--- src/rtl/sincos_pkg.sv ---
// Shared types and constants for the sincos_ctrl request controller.
// Build option SINCOS_CTRL_SWEEP_EN enables the background phase sweep source.
package sincos_pkg;

    localparam int PHASE_W = 10;
    localparam int AMP_W   = 8;
    localparam int ID_W    = 2;

    typedef enum logic [1:0] {
        IDLE = 2'd0,
        HOLD = 2'd1,
        RESP = 2'd2
    } state_t;

    localparam logic [ID_W-1:0] ID_REQ0  = 2'd0;
    localparam logic [ID_W-1:0] ID_REQ1  = 2'd1;
    localparam logic [ID_W-1:0] ID_SWEEP = 2'd2;

endpackage

--- src/rtl/rr_arb2.sv ---
// Two-way round-robin picker: a lone requester always wins, a tie goes to
// the requester that was not granted last.
module rr_arb2 (
    input  logic [1:0] req,
    input  logic       last_id,
    output logic [1:0] gnt,
    output logic       gnt_any
);

    always_comb begin
        // NOTE: default every output first so no path leaves a value unassigned (latch).
        gnt     = req;
        gnt_any = |req;
        if (req == 2'b11) begin
            gnt = last_id ? 2'b01 : 2'b10;
        end
    end

endmodule

--- src/rtl/sincos_ctrl.sv ---
// Request controller for the shared cos_sine unit: arbitrates two clients, holds
// the phase while the unit settles, returns a tagged result. Option: SINCOS_CTRL_SWEEP_EN.
module sincos_ctrl
    import sincos_pkg::*;
#(
    parameter int LATENCY = 2
) (
    input  logic               clk,
    input  logic               rst_n,
`ifdef SINCOS_CTRL_SWEEP_EN
    input  logic               sweep_en,
    input  logic [PHASE_W-1:0] sweep_step,
`endif
    input  logic [1:0]         req_valid,
    output logic [1:0]         req_ready,
    input  logic [PHASE_W-1:0] req_phase0,
    input  logic [PHASE_W-1:0] req_phase1,
    output logic               rsp_valid,
    input  logic               rsp_ready,
    output logic [ID_W-1:0]    rsp_id,
    output logic [AMP_W-1:0]   rsp_sine,
    output logic [AMP_W-1:0]   rsp_cos,
    output logic [PHASE_W-1:0] dp_x,
    input  logic [AMP_W-1:0]   dp_y_sine,
    input  logic [AMP_W-1:0]   dp_y_cos
);

    localparam int CNT_W = (LATENCY < 1) ? 1 : $clog2(LATENCY + 1);

    state_t          state;
    logic [CNT_W-1:0] cnt;
    logic            last_id;
    logic [ID_W-1:0] tag;
    logic [1:0]      gnt;
    logic            gnt_any;
`ifdef SINCOS_CTRL_SWEEP_EN
    logic [PHASE_W-1:0] sweep_acc;
`endif

    rr_arb2 u_arb (
        .req     (req_valid),
        .last_id (last_id),
        .gnt     (gnt),
        .gnt_any (gnt_any)
    );

    assign req_ready = (state == IDLE) ? gnt : 2'b00;

    // NOTE: sequential state uses non-blocking assignments so all registers update together.
    always_ff @(posedge clk or negedge rst_n) begin
        if (!rst_n) begin
            state     <= IDLE;
            cnt       <= '0;
            last_id   <= 1'b1;
            tag       <= ID_REQ0;
            dp_x      <= '0;
            rsp_valid <= 1'b0;
            rsp_id    <= '0;
            rsp_sine  <= '0;
            rsp_cos   <= '0;
`ifdef SINCOS_CTRL_SWEEP_EN
            sweep_acc <= '0;
`endif
        end else begin
            case (state)
                IDLE: begin
                    if (gnt_any) begin
                        dp_x    <= gnt[0] ? req_phase0 : req_phase1;
                        tag     <= gnt[0] ? ID_REQ0 : ID_REQ1;
                        last_id <= gnt[1];
                        cnt     <= '0;
                        state   <= HOLD;
                    end
`ifdef SINCOS_CTRL_SWEEP_EN
                    else if (sweep_en) begin
                        // Sweep is the idle filler: it never touches last_id.
                        dp_x      <= sweep_acc;
                        sweep_acc <= sweep_acc + sweep_step;
                        tag       <= ID_SWEEP;
                        cnt       <= '0;
                        state     <= HOLD;
                    end
`endif
                end
                HOLD: begin
                    // Quadrant correction reads live dp_x, so it must not move until capture.
                    if (cnt == CNT_W'(LATENCY)) begin
                        rsp_sine  <= dp_y_sine;
                        rsp_cos   <= dp_y_cos;
                        rsp_id    <= tag;
                        rsp_valid <= 1'b1;
                        state     <= RESP;
                    end else begin
                        cnt <= cnt + 1'b1;
                    end
                end
                RESP: begin
                    if (rsp_ready) begin
                        rsp_valid <= 1'b0;
                        state     <= IDLE;
                    end
                end
                default: state <= IDLE;
            endcase
        end
    end

endmodule

--- config.mk ---
export PLATFORM = sky130hd
export DESIGN_NAME = sincos_ctrl
export DESIGN_NICKNAME = d
export VERILOG_FILES = /design/src/rtl/sincos_pkg.sv /design/src/rtl/rr_arb2.sv /design/src/rtl/sincos_ctrl.sv
export SDC_FILE = /design/constraint.sdc
export NUM_CORES = 1
export LEC_CHECK = 0
export CORE_MARGIN = 3
export CORE_UTILIZATION = 32
export CTS_CLUSTER_DIAMETER = 40
export DETAILED_ROUTE_END_ITERATION = 6
export HOLD_SLACK_MARGIN = 0.15
export MAX_ROUTING_LAYER = met4
export PLACE_DENSITY = 0.7
export SYNTH_ARGS = -nofsm -noshare
export SYNTH_HDL_FRONTEND = slang
export SYNTH_HIERARCHICAL = 1
export SYNTH_SLANG_ARGS = --single-unit
--- constraint.sdc ---
create_clock -name clk -period 4.3 [get_ports clk]
set_input_delay 0.43 -clock clk [delete_from_list [all_inputs] [get_ports clk]]
set_output_delay 0.43 -clock clk [all_outputs]
set_load 0.1 [all_outputs]
==> flow_results.xml, run 1 <==
<?xml version="1.0" encoding="UTF-8"?>
<metrics>
  <group name="synthesis">
    <metric name="synthAdderAreaFrac" unit="">0.0161</metric>
    <metric name="main_combinational_cell_family_by_area_after_synthesis" unit="">multiplexers</metric>
    <metric name="synth.area.top_cells" unit="">dfrtp_1, mux2_2, mux2i_1</metric>
    <metric name="compound_gate_portion_of_the_synthesized_area" unit="">0.0803</metric>
    <metric name="synthesis.area" unit="um2">1560</metric>
    <metric name="syn_inst" unit="">121</metric>
    <metric name="syn-num-nets" unit="">164</metric>
    <metric name="yosys.cell_types.count" unit="">29</metric>
    <metric name="yosys_warnings" unit="">6</metric>
    <metric name="post_synth_xor_area_fraction" unit="">0</metric>
    <metric name="synth_simple_gate_area_frac" unit="">0.0867</metric>
    <metric name="post_synth_mux_area_share" unit="">0.210</metric>
    <metric name="synth_top_cell_area_share" unit="">0.530</metric>
    <metric name="ys_seq_area_frac" unit="">0.547</metric>
    <metric name="ys_ff_latch" unit="">34</metric>
    <metric name="synth.avg_cell_area" unit="um2">12.9</metric>
    <metric name="synth_largest_area_cell" unit="">dfrtp_1</metric>
  </group>
  <group name="finish">
    <metric name="multiInputGateArea" unit="um2">617</metric>
    <metric name="areaGrowthSynthToFinish" unit="%">52.0</metric>
    <metric name="final_cell_area" unit="um2">2370</metric>
    <metric name="final_common_cell" unit="">clkdlybuf4s50_1</metric>
    <metric name="layout.nets" unit="">235</metric>
    <metric name="most-common-layout-cells" unit="">clkdlybuf4s50_1, dfrtp_1, a21oi_1, mux2i_1, nor2_1</metric>
    <metric name="n_antenna_cell" unit="">0</metric>
    <metric name="layout-drive-gt1-share" unit="">0.155</metric>
    <metric name="regArea" unit="um2">852</metric>
    <metric name="fillCellCount" unit="">399</metric>
  </group>
  <group name="worst_setup_path">
    <metric name="cp_required" unit="ps">3870</metric>
    <metric name="critPathCaptureType" unit="">output port</metric>
    <metric name="crit_arrival" unit="ps">2530</metric>
    <metric name="worst-path-max-fanout" unit="">3</metric>
    <metric name="timing_worst_setup_path_type" unit="">in -&gt; out</metric>
    <metric name="startpoint_type" unit="">primary input</metric>
  </group>
  <group name="clocking">
    <metric name="clock-root-buffer" unit="">clkbuf_8</metric>
    <metric name="clock_path_buffers" unit="">2</metric>
    <metric name="cts_setup_buffers" unit="">0</metric>
    <metric name="number_of_clock_buffers_inserted_by_tritoncts" unit="">5</metric>
    <metric name="numClockSinks" unit="">34</metric>
    <metric name="cts_tree" unit="">built</metric>
    <metric name="cts_hold_repair.buffers" unit="">0</metric>
    <metric name="clk_latency" unit="ps">270</metric>
    <metric name="clock_tree.htree_level_count" unit="">2</metric>
    <metric name="post_cts_resize_count" unit="">0</metric>
    <metric name="cts.clk_slew.worst_paths" unit="ps">70</metric>
  </group>
  <group name="placement">
    <metric name="gpl.final_weighted_congestion" unit="">0.726</metric>
    <metric name="dpl-instance-area" unit="um2">2280</metric>
    <metric name="hpwlAfterDp" unit="um">2530</metric>
    <metric name="port_buffers" unit="">70</metric>
  </group>
  <group name="sta">
    <metric name="layout_worst_path_cycle_share" unit="">0.688</metric>
    <metric name="maximum_operating_frequency" unit="MHz">338</metric>
    <metric name="relSlewSlack" unit="">0.333</metric>
    <metric name="grt_setup_unrepaired" unit="">false</metric>
    <metric name="fin_tns_setup" unit="ps">0</metric>
    <metric name="timing.final.setup_violations" unit="">0</metric>
    <metric name="min_period" unit="ps">2960</metric>
    <metric name="worst_clock_skew" unit="ps">3.85</metric>
    <metric name="worst_slew_pin_slew" unit="ps">998</metric>
    <metric name="timing_hold_violations_final" unit="">0</metric>
    <metric name="finalMaxSlewViolations" unit="">0</metric>
  </group>
  <group name="global_routing">
    <metric name="grt_first_pass_wirelength" unit="um">5310</metric>
    <metric name="global_route.overflow_total" unit="">0</metric>
    <metric name="number_of_global_route_vias_before_repair" unit="">1259</metric>
    <metric name="grt_max_degree" unit="">35</metric>
    <metric name="antenna_found_initial" unit="">0</metric>
    <metric name="groute.usage.overall" unit="">0.126</metric>
  </group>
  <group name="drt">
    <metric name="via_per_inst" unit="">4.41</metric>
    <metric name="detail_route.first_pass.iterations" unit="">4</metric>
    <metric name="drt_iter0_drc" unit="">49</metric>
    <metric name="routed_wl" unit="um">3420</metric>
    <metric name="wl_per_cell" unit="um">13.3</metric>
    <metric name="route.vias.total" unit="">1138</metric>
    <metric name="detail-route-antenna-nets" unit="">0</metric>
    <metric name="drc_violation_count_after_routing" unit="">0</metric>
  </group>
  <group name="die">
    <metric name="rows" unit="">24</metric>
    <metric name="die-width" unit="um">75.8</metric>
    <metric name="die_height" unit="um">75.8</metric>
    <metric name="core_area" unit="um2">4530</metric>
    <metric name="num_io_pins" unit="">72</metric>
    <metric name="starting_density_of_the_core" unit="">0.344</metric>
    <metric name="floorplan.die_area" unit="um2">5750</metric>
  </group>
  <group name="flow_run">
    <metric name="max_cap_viol_count" unit="">0</metric>
  </group>
  <group name="worst_hold_path">
    <metric name="hp-class" unit="">reg -&gt; reg</metric>
  </group>
  <group name="status">
    <metric name="outcome" unit="">completed</metric>
  </group>
</metrics>
## state kept, by name, summed over array words and instances (netlist names)
name       flops
tag            1
rsp_id         1
rsp_cos        8
rsp_sine       8
last_id        1
state          2
cnt            2
dp_x          10
rsp_valid      1
## area by class of cell
type / instances / area share
timing repair buffer: 72 / 0.301
clock buffer: 7 / 0.0364
multi-input combinational: 75 / 0.260
inverter: 4 / 0.00634
clock inverter: 1 / 0.00211
tap: 65 / 0.0343
sequential: 34 / 0.360
## synthesized netlist by cell type, drive strengths merged
master	count
nor2	11
a21oi	13
dfrtp	33
nand3b	1
o311ai	1
nor3b	3
a21o	1
mux2i	11
mux2	17
o21ai	1
o31ai	1
o21bai	1
nand2b	2
ha	2
a21boi	2
buf	8
conb	1
dfstp	1
or2	1
inv	4
nand3	1
nand2	3
nor3	1
a22o	1
## kinds of logic after synthesis
group,after synthesis
buffers and inverters,12
muxes,28
other,1
DFF,34
and+or+nand+nor,23
adders and majority gates,2
AOI/OAI and AO/OA,21
## path summary, 6_finish.rpt
kind                                       start                     end  slack, ps  cells past startpoint
setup reg to reg            state[0]$_DFFE_PN0P_     last_id$_DFFE_PN1P_       2560                      2
max in group asynchronous                  rst_n     last_id$_DFFE_PN1P_       3390                      2
setup / recovery                    req_valid[1]            req_ready[1]       1340                      4
min in group asynchronous                  rst_n  rsp_cos[4]$_DFFE_PN0P_        560                      2
hold reg to reg            rsp_id[0]$_DFFE_PN0P_   rsp_id[0]$_DFFE_PN0P_        480                      2
hold / removal             rsp_id[0]$_DFFE_PN0P_   rsp_id[0]$_DFFE_PN0P_        480                      2
## routing by layer
| layer | wire length, um | global-route usage |
|---|---|---|
| met5 | 0 | - |
| met4 | 44 | 0.0544 |
| met2 | 1750 | 0.209 |
| met1 | 1380 | 0.140 |
| met3 | 251 | 0.0369 |
## stage by stage
| step | worst slack (ps) | utilization | hold WS, ps | cells |
|---|---|---|---|---|
| finish | 1340 | 0.523 | 482 | 258 |
| global route | 1190 | 0.523 | 523 | 258 |
| CTS | 1300 | 0.523 | 485 | 258 |
| detailed placement | 1300 | 0.502 | 470 | 250 |
| global placement | 1440 | 0.502 | 463 | 250 |
| floorplan | 532 | - | 134 | 121 |
## critical path: stages
cell and delay (ps):
clkdlybuf4s50_1 490, a21boi_1 200, nor3b_1 240, clkdlybuf4s50_1 1170
Power of run 1 is left out: the tool's default activity adds up to more than one toggle a clock period on the data nets, which glitch-free logic cannot reach.
==> inputs of run 2 (changes only) <==
--- a/config.mk
+++ b/config.mk
@@ -11,7 +11,7 @@
 export DETAILED_ROUTE_END_ITERATION = 6
 export HOLD_SLACK_MARGIN = 0.15
 export MAX_ROUTING_LAYER = met4
-export PLACE_DENSITY = 0.7
+export PLACE_DENSITY = 0.72
 export SYNTH_ARGS = -nofsm -noshare
 export SYNTH_HDL_FRONTEND = slang
 export SYNTH_HIERARCHICAL = 1
==> constraint.sdc (replaced) <==
create_clock -name clk -period 2.65 [get_ports clk]
set_input_delay 0.265 -clock clk [delete_from_list [all_inputs] [get_ports clk]]
set_output_delay 0.265 -clock clk [all_outputs]
set_load 0.1 [all_outputs]
==> flow_results.xml, run 2 (synthesized netlist as in run 1, its figures left out) <==
<?xml version="1.0" encoding="UTF-8"?>
<metrics>
  <group name="finish">
    <metric name="most-common-layout-cells" unit="">clkdlybuf4s50_1, dfrtp_1, buf_4, a21oi_1</metric>
    <metric name="regMostFlops" unit="">dp_x</metric>
    <metric name="areaGrowthSynthToFinish" unit="%">48.6</metric>
    <metric name="n_antenna_cell" unit="">0</metric>
    <metric name="biggestRegsByFlops" unit="">dp_x x10, rsp_cos x8, rsp_sine x8</metric>
    <metric name="layout.nets" unit="">236</metric>
    <metric name="layout-drive-gt1-share" unit="">0.318</metric>
    <metric name="final_common_cell" unit="">clkdlybuf4s50_1</metric>
    <metric name="max_reg_flops" unit="">10</metric>
    <metric name="final_cell_area" unit="um2">2320</metric>
    <metric name="post_layout_nonfiller_instances" unit="">257</metric>
  </group>
  <group name="worst_setup_path">
    <metric name="worstReg2RegStart" unit="">cnt[0]$_DFFE_PN0P_</metric>
    <metric name="critPathCaptureType" unit="">output port</metric>
    <metric name="timing_worst_setup_path_type" unit="">reg -&gt; out</metric>
    <metric name="critical_path_depth" unit="">4</metric>
    <metric name="number_of_buffer_and_inverter_instances_along_the_worst_setup_path" unit="">2</metric>
    <metric name="startpoint_type" unit="">register</metric>
    <metric name="worst-r2r-setup-slack" unit="ps">1070</metric>
    <metric name="cp-startpoint" unit="">last_id$_DFFE_PN1P_</metric>
    <metric name="crit_path_cell_trace" unit="">inv_1 -&gt; a21boi_1 -&gt; nor3b_2 -&gt; buf_12</metric>
    <metric name="worst-path-max-fanout" unit="">3</metric>
    <metric name="critical_path.max_stage_delay" unit="ps">540</metric>
    <metric name="timing.rr.end" unit="">rsp_cos[4]$_DFFE_PN0P_</metric>
    <metric name="critical-path-slowest-cell" unit="">dfstp_2</metric>
    <metric name="crit_arrival" unit="ps">1490</metric>
    <metric name="crit_end" unit="">req_ready[0]</metric>
    <metric name="critical_path.top_delay_family" unit="">flip-flops</metric>
    <metric name="cp_required" unit="ps">2380</metric>
    <metric name="worst_r2r_path_depth" unit="">4</metric>
  </group>
  <group name="sta">
    <metric name="worst_clock_skew" unit="ps">5.78</metric>
    <metric name="fin_tns_setup" unit="ps">0</metric>
    <metric name="layout_setup_ws" unit="ps">892</metric>
    <metric name="timing.final.setup_violations" unit="">0</metric>
    <metric name="grt_setup_unrepaired" unit="">false</metric>
    <metric name="maximum_operating_frequency" unit="MHz">569</metric>
    <metric name="timing_hold_violations_final" unit="">0</metric>
    <metric name="relSlewSlack" unit="">0.505</metric>
    <metric name="layout_worst_path_cycle_share" unit="">0.664</metric>
    <metric name="min_period" unit="ps">1760</metric>
    <metric name="finalMaxSlewViolations" unit="">0</metric>
    <metric name="worst_slew_pin_slew" unit="ps">742</metric>
  </group>
  <group name="die">
    <metric name="core_area" unit="um2">4530</metric>
    <metric name="die_height" unit="um">75.8</metric>
    <metric name="die-width" unit="um">75.8</metric>
    <metric name="starting_density_of_the_core" unit="">0.344</metric>
    <metric name="num_io_pins" unit="">72</metric>
    <metric name="rows" unit="">24</metric>
    <metric name="floorplan.die_area" unit="um2">5750</metric>
  </group>
  <group name="flow_run">
    <metric name="max_cap_viol_count" unit="">0</metric>
  </group>
  <group name="drt">
    <metric name="route.vias.total" unit="">1148</metric>
    <metric name="detail_route.first_pass.iterations" unit="">4</metric>
    <metric name="routed_wl" unit="um">3270</metric>
    <metric name="drt_iter0_drc" unit="">63</metric>
    <metric name="detail-route-antenna-nets" unit="">0</metric>
    <metric name="drc_violation_count_after_routing" unit="">0</metric>
    <metric name="via_per_inst" unit="">4.47</metric>
    <metric name="wl_per_cell" unit="um">12.7</metric>
  </group>
  <group name="clocking">
    <metric name="cts.clk_slew.worst_paths" unit="ps">70</metric>
    <metric name="clock_path_buffers" unit="">2</metric>
    <metric name="clock-root-buffer" unit="">clkbuf_8</metric>
    <metric name="clk_latency" unit="ps">270</metric>
    <metric name="numClockSinks" unit="">34</metric>
    <metric name="number_of_clock_buffers_inserted_by_tritoncts" unit="">5</metric>
    <metric name="post_cts_resize_count" unit="">0</metric>
    <metric name="clock_tree.htree_level_count" unit="">2</metric>
    <metric name="cts_tree" unit="">built</metric>
  </group>
  <group name="global_routing">
    <metric name="antenna_found_initial" unit="">0</metric>
    <metric name="number_of_global_route_vias_before_repair" unit="">1136</metric>
    <metric name="grt_max_degree" unit="">35</metric>
    <metric name="grt_first_pass_wirelength" unit="um">5090</metric>
    <metric name="global_route.overflow_total" unit="">0</metric>
    <metric name="groute.usage.overall" unit="">0.120</metric>
  </group>
  <group name="status">
    <metric name="outcome" unit="">completed</metric>
  </group>
  <group name="placement">
    <metric name="gpl.final_weighted_congestion" unit="">0.718</metric>
    <metric name="dpl-instance-area" unit="um2">2220</metric>
    <metric name="detailedPlace.worstSlack" unit="ps">782</metric>
    <metric name="placed_cells" unit="">250</metric>
    <metric name="port_buffers" unit="">70</metric>
    <metric name="hpwlAfterDp" unit="um">2460</metric>
  </group>
  <group name="worst_hold_path">
    <metric name="hp-class" unit="">reg -&gt; reg</metric>
  </group>
</metrics>
-- run 2: cell types whose count changed in the layout (fill, tap and decap cells not counted) --
cell and change:
nor3b_1 -2, buf_2 +1, nor3b_2 +2, dlygate4sd3_1 +1
clkdlybuf4s50_1 -30, clkinv_2 -1, buf_12 +1, buf_4 +28
clkbuf_1 -1
-- run 2: cell type report --
| cell class | count | area, um2 |
|---|---|---|
| Multi-Input combinational cell | 75 | 627 |
| Inverter | 4 | 15.0 |
| Timing Repair Buffer | 73 | 658 |
| Tap cell | 65 | 81.3 |
| Fill cell | 412 | 2220 |
| Sequential cell | 34 | 852 |
| Clock buffer | 6 | 82.6 |
-- run 2: repair_timing --
action / 4_1_cts / 5_1_grt
hold buffers: 1 / 0
buffers inserted: 0 / 0
endpoints found under the hold margin: 33 / 0
-- run 2: worst reg2reg max path, cell delays in order (launching register included) --
cell and delay (ps):
dfrtp_1 410, inv_1 90, ha_1 270, nand3b_4 300, mux2_4 400
-- run 2: per-layer routing --
metal / vias up / GRT usage / wire, um / part of all wire
li1: 554 / - / - / -
met3: 2 / 0.0290 / 306 / 0.094
met5: - / - / 0 / 0
met2: 67 / 0.180 / 1420 / 0.43
met1: 525 / 0.154 / 1530 / 0.47
met4: 0 / 0.0524 / 16 / 0.0049
-- run 2: worst min-delay path by stage --
stage                              end  cells past startpoint  slack, ps                    start
3_3_place_gp   rsp_sine[6]$_DFFE_PN0P_                      1        380                    rst_n
2_1_floorplan       cnt[0]$_DFFE_PN0P_                      0        -30                    rst_n
5_1_grt        rsp_sine[7]$_DFFE_PN0P_                      1        520  rsp_sine[7]$_DFFE_PN0P_
6_report         rsp_id[0]$_DFFE_PN0P_                      2        480    rsp_id[0]$_DFFE_PN0P_
4_1_cts          rsp_id[0]$_DFFE_PN0P_                      2        490    rsp_id[0]$_DFFE_PN0P_
3_5_place_dp    rsp_cos[3]$_DFFE_PN0P_                      1        380                    rst_n
-- run 2: stage by stage --
step,hold WS (ps),util
finish,482,0.511
global route,522,0.511
CTS,489,0.511
detailed placement,381,0.490
global placement,377,0.490
floorplan,-30.6,-
Power of run 2 is left out for the same reason.
